$ cat src/rtl/mod_pow2_mul_seq.sv
// Sequential modular multiply by 2^k: oData = (iData << iShift) mod iMod, one doubling per cycle.
// Optional range check on accept is enabled by defining MOD_POW2_MUL_RANGE_CHECK_EN.
module mod_pow2_mul_seq #(
  parameter int BITWIDTH = 32,
  parameter int SHIFTW   = 5
) (
  input  logic                iClk,
  input  logic                iRst,
  input  logic                iClr,
  input  logic                iValid,
  output logic                oReady,
  input  logic [BITWIDTH-1:0] iData,
  input  logic [BITWIDTH-1:0] iMod,
  input  logic [SHIFTW-1:0]   iShift,
  output logic                oValid,
  input  logic                iReady,
  output logic [BITWIDTH-1:0] oData,
  output logic                oErr
);

  typedef enum logic [1:0] {
    S_IDLE,
    S_RUN,
    S_DONE
  } state_t;

  localparam logic [SHIFTW-1:0] CNT_ONE = {{(SHIFTW-1){1'b0}}, 1'b1};

  state_t              state;
  logic [BITWIDTH-1:0] acc;
  logic [BITWIDTH-1:0] mod_r;
  logic [SHIFTW-1:0]   cnt;

  logic                accept;
  logic                range_bad;
  logic [BITWIDTH:0]   dbl;
  logic [BITWIDTH:0]   dbl_sub;
  logic [BITWIDTH-1:0] acc_nxt;

  assign oReady = (state == S_IDLE) |
                  ((state == S_DONE) & iReady);
  assign accept = iValid & oReady;

`ifdef MOD_POW2_MUL_RANGE_CHECK_EN
  assign range_bad = (iMod == '0) | (iData >= iMod);
`else
  assign range_bad = 1'b0;
`endif

  // acc < mod is invariant, so one conditional subtract keeps 2*acc reduced
  assign dbl     = {acc, 1'b0};
  assign dbl_sub = dbl - {1'b0, mod_r};
  assign acc_nxt = (dbl >= {1'b0, mod_r}) ?
                   dbl_sub[BITWIDTH-1:0] :
                   dbl[BITWIDTH-1:0];

  always_ff @(posedge iClk or posedge iRst) begin
    if (iRst) begin
      state  <= S_IDLE;
      acc    <= '0;
      mod_r  <= '0;
      cnt    <= '0;
      oValid <= 1'b0;
      oData  <= '0;
      oErr   <= 1'b0;
    end else if (iClr) begin
      state  <= S_IDLE;
      acc    <= '0;
      oValid <= 1'b0;
      oErr   <= 1'b0;
    end else begin
      unique case (state)
        S_IDLE: ;
        S_RUN: begin
          acc <= acc_nxt;
          cnt <= cnt - CNT_ONE;
          if (cnt == CNT_ONE) begin
            state  <= S_DONE;
            oValid <= 1'b1;
            oData  <= acc_nxt;
          end
        end
        S_DONE: begin
          if (iReady) begin
            state  <= S_IDLE;
            oValid <= 1'b0;
          end
        end
        default: state <= S_IDLE;
      endcase

      // a load overrides the DONE->IDLE step for back-to-back requests
      if (accept) begin
        acc   <= iData;
        mod_r <= iMod;
        cnt   <= iShift;
        oErr  <= 1'b0;
        if (range_bad) begin
          acc    <= '0;
          cnt    <= '0;
          state  <= S_DONE;
          oValid <= 1'b1;
          oData  <= '0;
          oErr   <= 1'b1;
        end else if (iShift == '0) begin
          state  <= S_DONE;
          oValid <= 1'b1;
          oData  <= iData;
        end else begin
          state  <= S_RUN;
          oValid <= 1'b0;
        end
      end
    end
  end

endmodule

$ cat config.mk
export PLATFORM = sky130hd
export DESIGN_NAME = mod_pow2_mul_seq
export DESIGN_NICKNAME = d
export VERILOG_FILES = /design/src/rtl/mod_pow2_mul_seq.sv
export SDC_FILE = /design/constraint.sdc
export NUM_CORES = 1
export LEC_CHECK = 0
export ABC_AREA = 0
export CAP_MARGIN = 20
export CORE_ASPECT_RATIO = 0.5
export CORE_MARGIN = 4
export CORE_UTILIZATION = 25
export CTS_BUF_LIST = sky130_fd_sc_hd__clkbuf_16
export CTS_CLUSTER_DIAMETER = 150
export DETAILED_ROUTE_END_ITERATION = 12
export PLACE_DENSITY_LB_ADDON = 0.15
export SLEW_MARGIN = 20
export SYNTH_ARGS = -nofsm -noshare
export SYNTH_HDL_FRONTEND = slang
export SYNTH_SLANG_ARGS = --single-unit
$ cat constraint.sdc
create_clock -name iClk -period 3.7 [get_ports iClk]
set_input_delay 0.74 -clock iClk [delete_from_list [all_inputs] [get_ports iClk]]
set_output_delay 0.74 -clock iClk [all_outputs]
set_load 0.02 [all_outputs]
==> summary.md, run 1 <==
| Metric | Value |
|---|---|
| Sequential-to-total area share from yosys stat | `between 30% and 40%` |
| Yosys warnings | `0` |
| Hold Crit Class | `register to register` |
| All-Layer GR Usage | `roughly 16%` |
| Clk root buf | `clkbuf_16` |
| Crit path max-delay cell type | `a31oi_1` |
| Critical path type | `register to register` |
| Post-synth EDFFs | `0` |
| Delay of the slowest cell on the worst path | `roughly 460 ps` |
| Setup TNS | `0 ps` |
| Max H-tree Level | `3` |
| Syn Area/Cell | `8.471 um2` |
| Filler instances | `2888` |
| Number of CTS-inserted buffers | `9` |
| WL per Instance | `19.76 um` |
| Worst Setup End Kind | `register` |
| Power Density | `between 700 and 800 nW/um2` |
| Netlist cell types | `66` |
| CP Max Fanout | `5` |
| Final worst setup slack | `between 400 and 500 ps` |
| Starting Density | `~26%` |
| Least-Margin Pin Slew | `between 700 and 800 ps` |
| Hold Vio Cnt, Final | `0` |
| DRT iter0 DRCs | `500` |
| Antenna violations before repair | `0` |
| #FFs+latches synth | `104` |
| Period utilisation layout | `89.17%` |
| Final ANT Viol Nets | `0` |
| Largest area contributor in the netlist | `dfrtp_1` |
| RSZ-0062 raised after global routing | `no` |
| Vias in the first global route | `around 6400` |
| Data arrival time of the worst path | `around 3600 ps` |
| Port Buffers | `107` |
| Area share of the leading cell type in the synthesized netlist | `37.20%` |
| Drt first pass iters | `5` |
| Worst EP required | `roughly 4000 ps` |
| Relative slew slack | `50.83%` |
| Total congestion overflow | `0` |
| Antenna fix cells | `0` |
| CTS Sinks | `between 100 and 150` |
| Layout cell share with drive strength beyond 1 | `under 10%` |
| Max-cap violations | `0` |
| Synthesized area | `6997 um2` |
| Num ports | `roughly 110` |
| Vias/cell | `between 5 and 6` |
| Crit path time final | `about 3300 ps` |
| Vias | `roughly 6500` |
| Largest net degree at the start of global routing | `65` |
| Pre-CTS setup slack | `approximately 420 ps` |
| Cells after Synth | `826` |
| DIE WIDTH | `approximately 240 um` |
| Crit path cell chain | `ha_1, o211ai_1, a21oi_2, o211ai_1, o21ai_0, a31oi_1, o32ai_1, xnor2_1, a31oi_1, o21ai_0` |
| CTS resizes | `0` |
| CTS tree | `yes` |
| WL final | `between 20000 and 30000 um` |
| Setup skew after layout | `23.02 ps` |
| DRC | `0` |
| Syn Nets | `938` |
| Lkg Pwr | `between 3 and 4 nW` |
| Die area | `roughly 31000 um2` |
| Final #Nets | `slightly above 1000` |
| VDD IR-drop max | `0.2310 mV` |
| Most frequent cells in the layout | `nand2_1, clkdlybuf4s50_1, dfrtp_1, o21ai_0, a21oi_1` |
| Async SR Flop Fraction | `100.0%` |
| Site Rows | `42` |
| Fmax | `just over 300 MHz` |
| Hold-fix buffers, CTS | `0` |
| Clk buf depth | `2` |
| Count of pins over their slew limit | `0` |
| Layout area overhead | `25.05%` |
| Die extent in y | `approximately 130 um` |
| Clk slew on worst S/H paths | `approximately 80 ps` |
| Area contributors post-synth | `dfrtp_1, ha_1, o21ai_0` |
| Core box area | `around 27000 um2` |
| DPL Wire Length | `about 19000 um` |
| Setup crit start kind | `register` |
| Final setup viols | `0` |
| Clock Latency Late Sink | `between 300 and 400 ps` |
| Placer Congestion | `between 0.8 and 0.9` |
| Status | `completed` |
| First-pass GRT wire length | `around 40000 um` |
| Postcts setup bufs | `0` |
| Most used DFF post-synth | `dfrtp_1` |
## layout make-up
cell class              instances  area (um2)  share of cell area, %
clock buffers                   9       225.2                  2.574
clock inverters                 7       102.6                  1.173
inverters                      48       182.7                  2.088
multi-input cells             612        3920                  44.80
flip-flops and latches        104        2603                  29.74
well taps                     374       467.9                  5.348
repair buffers                128        1249                  14.27
## critical path: cells and delay by family (launching register included)
kind,cells,cell delay [ps]
flip-flops,1,410
AO/OA/AOI/OAI,8,2000
adder cells (fa/ha/maj),1,390
XOR/XNOR,1,400
## registers in the layout, indices dropped and copies added, names as in the netlist
name	flops
cnt	5
state	2
acc	32
mod_r	32
oValid	1
oData	32
## synth_stat cells (15+ instances only)
master	count
nand2_1	106
dfrtp_1	104
o21ai_0	87
a21oi_1	70
nor2_1	54
inv_1	47
clkbuf_1	41
ha_1	37
mux2i_1	23
a32oi_1	22
a211o_1	19
xnor2_1	19
a21o_1	15
## per-layer routing
| metal | wire length [um] | vias up | track usage (%) |
|---|---|---|---|
| li1 | - | 3110 | - |
| met1 | 12830 | 3207 | 24.05 |
| met2 | 11050 | 121 | 24.64 |
| met3 | 1202 | 15 | 3.501 |
| met4 | 238 | 0 | 2.949 |
| met5 | 0 | - | 0 |
## metrics by stage
step	utilization (%)	hold WS (ps)	instance area (um2)	instances	power (mW)
detailed placement	31.18	477.9	8422	1266	5.227
global placement	31.18	478.1	8422	1266	5.241
finish	32.39	495.7	8750	1282	6.319
floorplan	-	466.2	6997	826	4.024
CTS	32.39	498.9	8750	1282	6.360
global route	32.39	533.8	8750	1282	6.765
## cells by family after synthesis
kind of cell	Yosys count	share of synthesized area, %
XOR/XNOR	29	3.630
AO/OA/AOI/OAI	294	27.20
multiplexers	28	4.149
AND/OR/NAND/NOR	222	13.88
adder cells (fa/ha/maj)	38	6.903
buffers and inverters	110	6.992
flip-flops	104	37.20
other	1	0.05360
## power breakdown
group | switching, mW | internal (mW)
Clock | 0.495 | 0.601
Sequential | 0.239 | 1.49
Combinational | 2.06 | 1.44
Total | 2.80 | 3.52
## final timing paths
kind                            from   endpoint  slack [ps]  cells past startpoint
max                           acc[1]  oData[31]         400                     10
min                        oData[31]  oData[31]         500                      2
max reg2reg                   acc[1]  oData[31]         400                     10
min reg2reg                oData[31]  oData[31]         500                      2
max in group asynchronous       iRst  mod_r[24]        2180                      3
min in group asynchronous       iRst   mod_r[6]         670                      2
Power figures use the tool's default switching activity.
==> inputs of run 2 (changes only) <==
==> constraint.sdc (replaced) <==
create_clock -name iClk -period 3.7 [get_ports iClk]
set_input_delay 0.74 -clock iClk [delete_from_list [all_inputs] [get_ports iClk]]
set_output_delay 0.74 -clock iClk [all_outputs]
set_load 0.005 [all_outputs]
==> results of run 2 <==
The final DEF is identical to that of run 1. Status: completed.
Main changes from that run: total power 6.319 mW -> 6.109 mW
==> inputs of run 3 (changes only) <==
clock period = 4.2 ns   (was 3.7 ns; I/O delays follow)
==> run 3 against run 2 <==
Against the previous run: power fell by 14%; worst setup slack better by 190 ps; cell count is 0.55% lower; critical path depth is 1 higher; clock skew decreased by 6.7 ps; cell area fell by 1.3%; non-clock buffer count down 7; sequential cell count unchanged; critical path type unchanged; largest cell class unchanged; largest power group unchanged; highest routed layer unchanged.
==> summary.md, run 3 (synthesis results as in run 1) <==
| Metric | Value |
|---|---|
| Most frequent cells in the layout | `nand2_1, clkdlybuf4s50_1, dfrtp_1, o21ai_0, a21oi_1` |
| CTS Sinks | `104 (unchanged)` |
| Crit path max-delay cell type | `ha_1` |
| Setup crit start kind | `register` |
| Final ANT Viol Nets | `0 (unchanged)` |
| Hold-fix buffers, CTS | `0 (unchanged)` |
| Starting Density | `25.90% (unchanged)` |
| Hold Vio Cnt, Final | `0 (unchanged)` |
| First-pass GRT wire length | `39820 um (+1.5%)` |
| Filler instances | `2888 (unchanged)` |
| Vias | `6450 (-0.046%)` |
| Total congestion overflow | `0 (unchanged)` |
| Postcts setup bufs | `0 (unchanged)` |
| DIE WIDTH | `244.6 um (unchanged)` |
| CP Max Fanout | `35 (+30)` |
| Largest regs | `acc x32, mod_r x32, oData x32` |
| Hold Path Depth | `2 (unchanged)` |
| CTS tree | `yes` |
| Clk root buf | `clkbuf_16` |
| Worst Setup End Kind | `register` |
| Worst setup startpoint | `acc[2]` |
| WL final | `25690 um (+1.4%)` |
| Core box area | `27010 um2 (unchanged)` |
| Vias/cell | `5.059 (+0.50%)` |
| Final #Nets | `1008 (-0.69%)` |
| Setup slack, reg-to-reg | `590 ps (+190 ps)` |
| Critical path type | `register to register` |
| Largest net degree at the start of global routing | `65 (unchanged)` |
| Lkg Pwr | `3.629 nW (-1.5%)` |
| RSZ-0062 raised after global routing | `no` |
| Max-cap violations | `0 (unchanged)` |
| Final setup viols | `0 (unchanged)` |
| Data arrival time of the worst path | `3870 ps (+290 ps)` |
| Layout cell share with drive strength beyond 1 | `5.667% (-1.1 points)` |
| Vias in the first global route | `6424 (+0.23%)` |
| Fmax | `277.0 MHz (-8.6%)` |
| Period utilisation layout | `85.96% (-3.2 points)` |
| Setup TNS | `0 ps (unchanged)` |
| Power Density | `slightly above 600 nW/um2` |
| Crit path cell chain | `ha_1, o211ai_1, a21oi_2, o211a_1, a21oi_2, o31ai_4, a21o_2, buf_12, mux2i_1, a21oi_1, o22a_1` |
| Hold path endpoint | `oData[31]` |
| Max H-tree Level | `3 (unchanged)` |
| Setup skew after layout | `16.30 ps (-6.718 ps)` |
| DRC | `0 (unchanged)` |
| R2R Path End | `oData[24]` |
| Clk buf depth | `2 (unchanged)` |
| Antenna violations before repair | `0 (unchanged)` |
| Port Buffers | `107 (unchanged)` |
| Status | `completed` |
| Die area | `30890 um2 (unchanged)` |
| Hold_sp | `oData[31]` |
| CTS resizes | `0 (unchanged)` |
| Drt first pass iters | `4 (-1)` |
| Worst EP required | `4460 ps (+480 ps)` |
| Layout area overhead | `23.41%` |
| Final core occ | `31.97% (-0.43 points)` |
| All-Layer GR Usage | `16.67% (+0.42 points)` |
| Number of CTS-inserted buffers | `9 (unchanged)` |
| Relative slew slack | `26.82% (-24 points)` |
| Num ports | `109 (unchanged)` |
| DRT iter0 DRCs | `537 (+7.4%)` |
| Worst r2r path cells | `11 (+1)` |
| Site Rows | `42 (unchanged)` |
| WL per Instance | `20.15 um (+2.0%)` |
| Crit path time final | `3610 ps (+311.1 ps)` |
| Count of pins over their slew limit | `0 (unchanged)` |
| Cell mode on critical path | `a21oi_2` |
| Placer Congestion | `0.8531 (+1.6%)` |
| Die extent in y | `126.3 um (unchanged)` |
| Hold Crit Class | `register to register` |
| Least-Margin Pin Slew | `1095 ps (+357.4 ps)` |
| Clk slew on worst S/H paths | `80 ps (about the same)` |
| DPL Wire Length | `18980 um (+1.8%)` |
| Worst r2r src | `acc[2]` |
| Delay of the slowest cell on the worst path | `490 ps (+30 ps)` |
| VDD IR-drop max | `approximately 0.23 mV` |
| Clock Latency Late Sink | `370 ps (about the same)` |
[run 3: final cells by class]
| cell class | instances | area, um2 | share of cell area, % |
|---|---|---|---|
| Timing Repair Buffer | 121 | 1196 | 13.85 |
| Clock buffer | 9 | 225.2 | 2.608 |
| Inverter | 48 | 182.7 | 2.116 |
| Tap cell | 374 | 467.9 | 5.420 |
| Antenna cell | 1 | 2.502 | 0.02898 |
| Sequential cell | 104 | 2603 | 30.14 |
| Multi-Input combinational cell | 612 | 3920 | 45.40 |
| Clock inverter | 6 | 37.54 | 0.4347 |
[run 3: worst max-delay path, delay by kind of cell, from the launching register on]
kind            cells  cell delay [ps]
compound gates      8             1820
buf+inv             1              250
mux                 1              480
flops               1              410
fa+ha+maj           1              490
[run 3: how the worst max path moves through the flow]
stage / cells past startpoint / slack, ps / to
after global placement: 11 / 710 / oData[24]
final: 11 / 590 / oData[24]
after global routing: 11 / 420 / oData[24]
after CTS: 11 / 680 / acc[25]
after detailed placement: 11 / 710 / acc[25]
after floorplan: 1 / 630 / acc[0]
[run 3: power breakdown]
part / total [mW] / switching (mW) / internal [mW] / leakage [nW]
combinational: 2.90 / 1.66 / 1.24 / 2.18
sequential: 1.52 / 0.215 / 1.31 / 1.31
clock: 0.803 / 0.405 / 0.399 / 0.135
[run 3: layer usage]
metal	up-vias	global-route usage (%)	share of wire, %
li1	3102	-	-
met1	3188	25.73	53
met2	141	23.78	42
met3	19	3.353	4.4
met4	0	3.720	1.4
met5	-	0	0
[run 3: per-stage QoR]
step                setup slack [ps]  hold slack [ps]  total power [mW]  instances  cell area (um2)
global placement               707.2            479.3             4.435       1259             8369
CTS                            684.1            500.9             5.248       1274             8632
detailed placement             711.7            482.5             4.413       1259             8369
global route                   423.5            514.4             5.614       1274             8632
floorplan                      627.8            466.2             3.365        826             6997
finish                         589.7            487.6             5.227       1275             8635
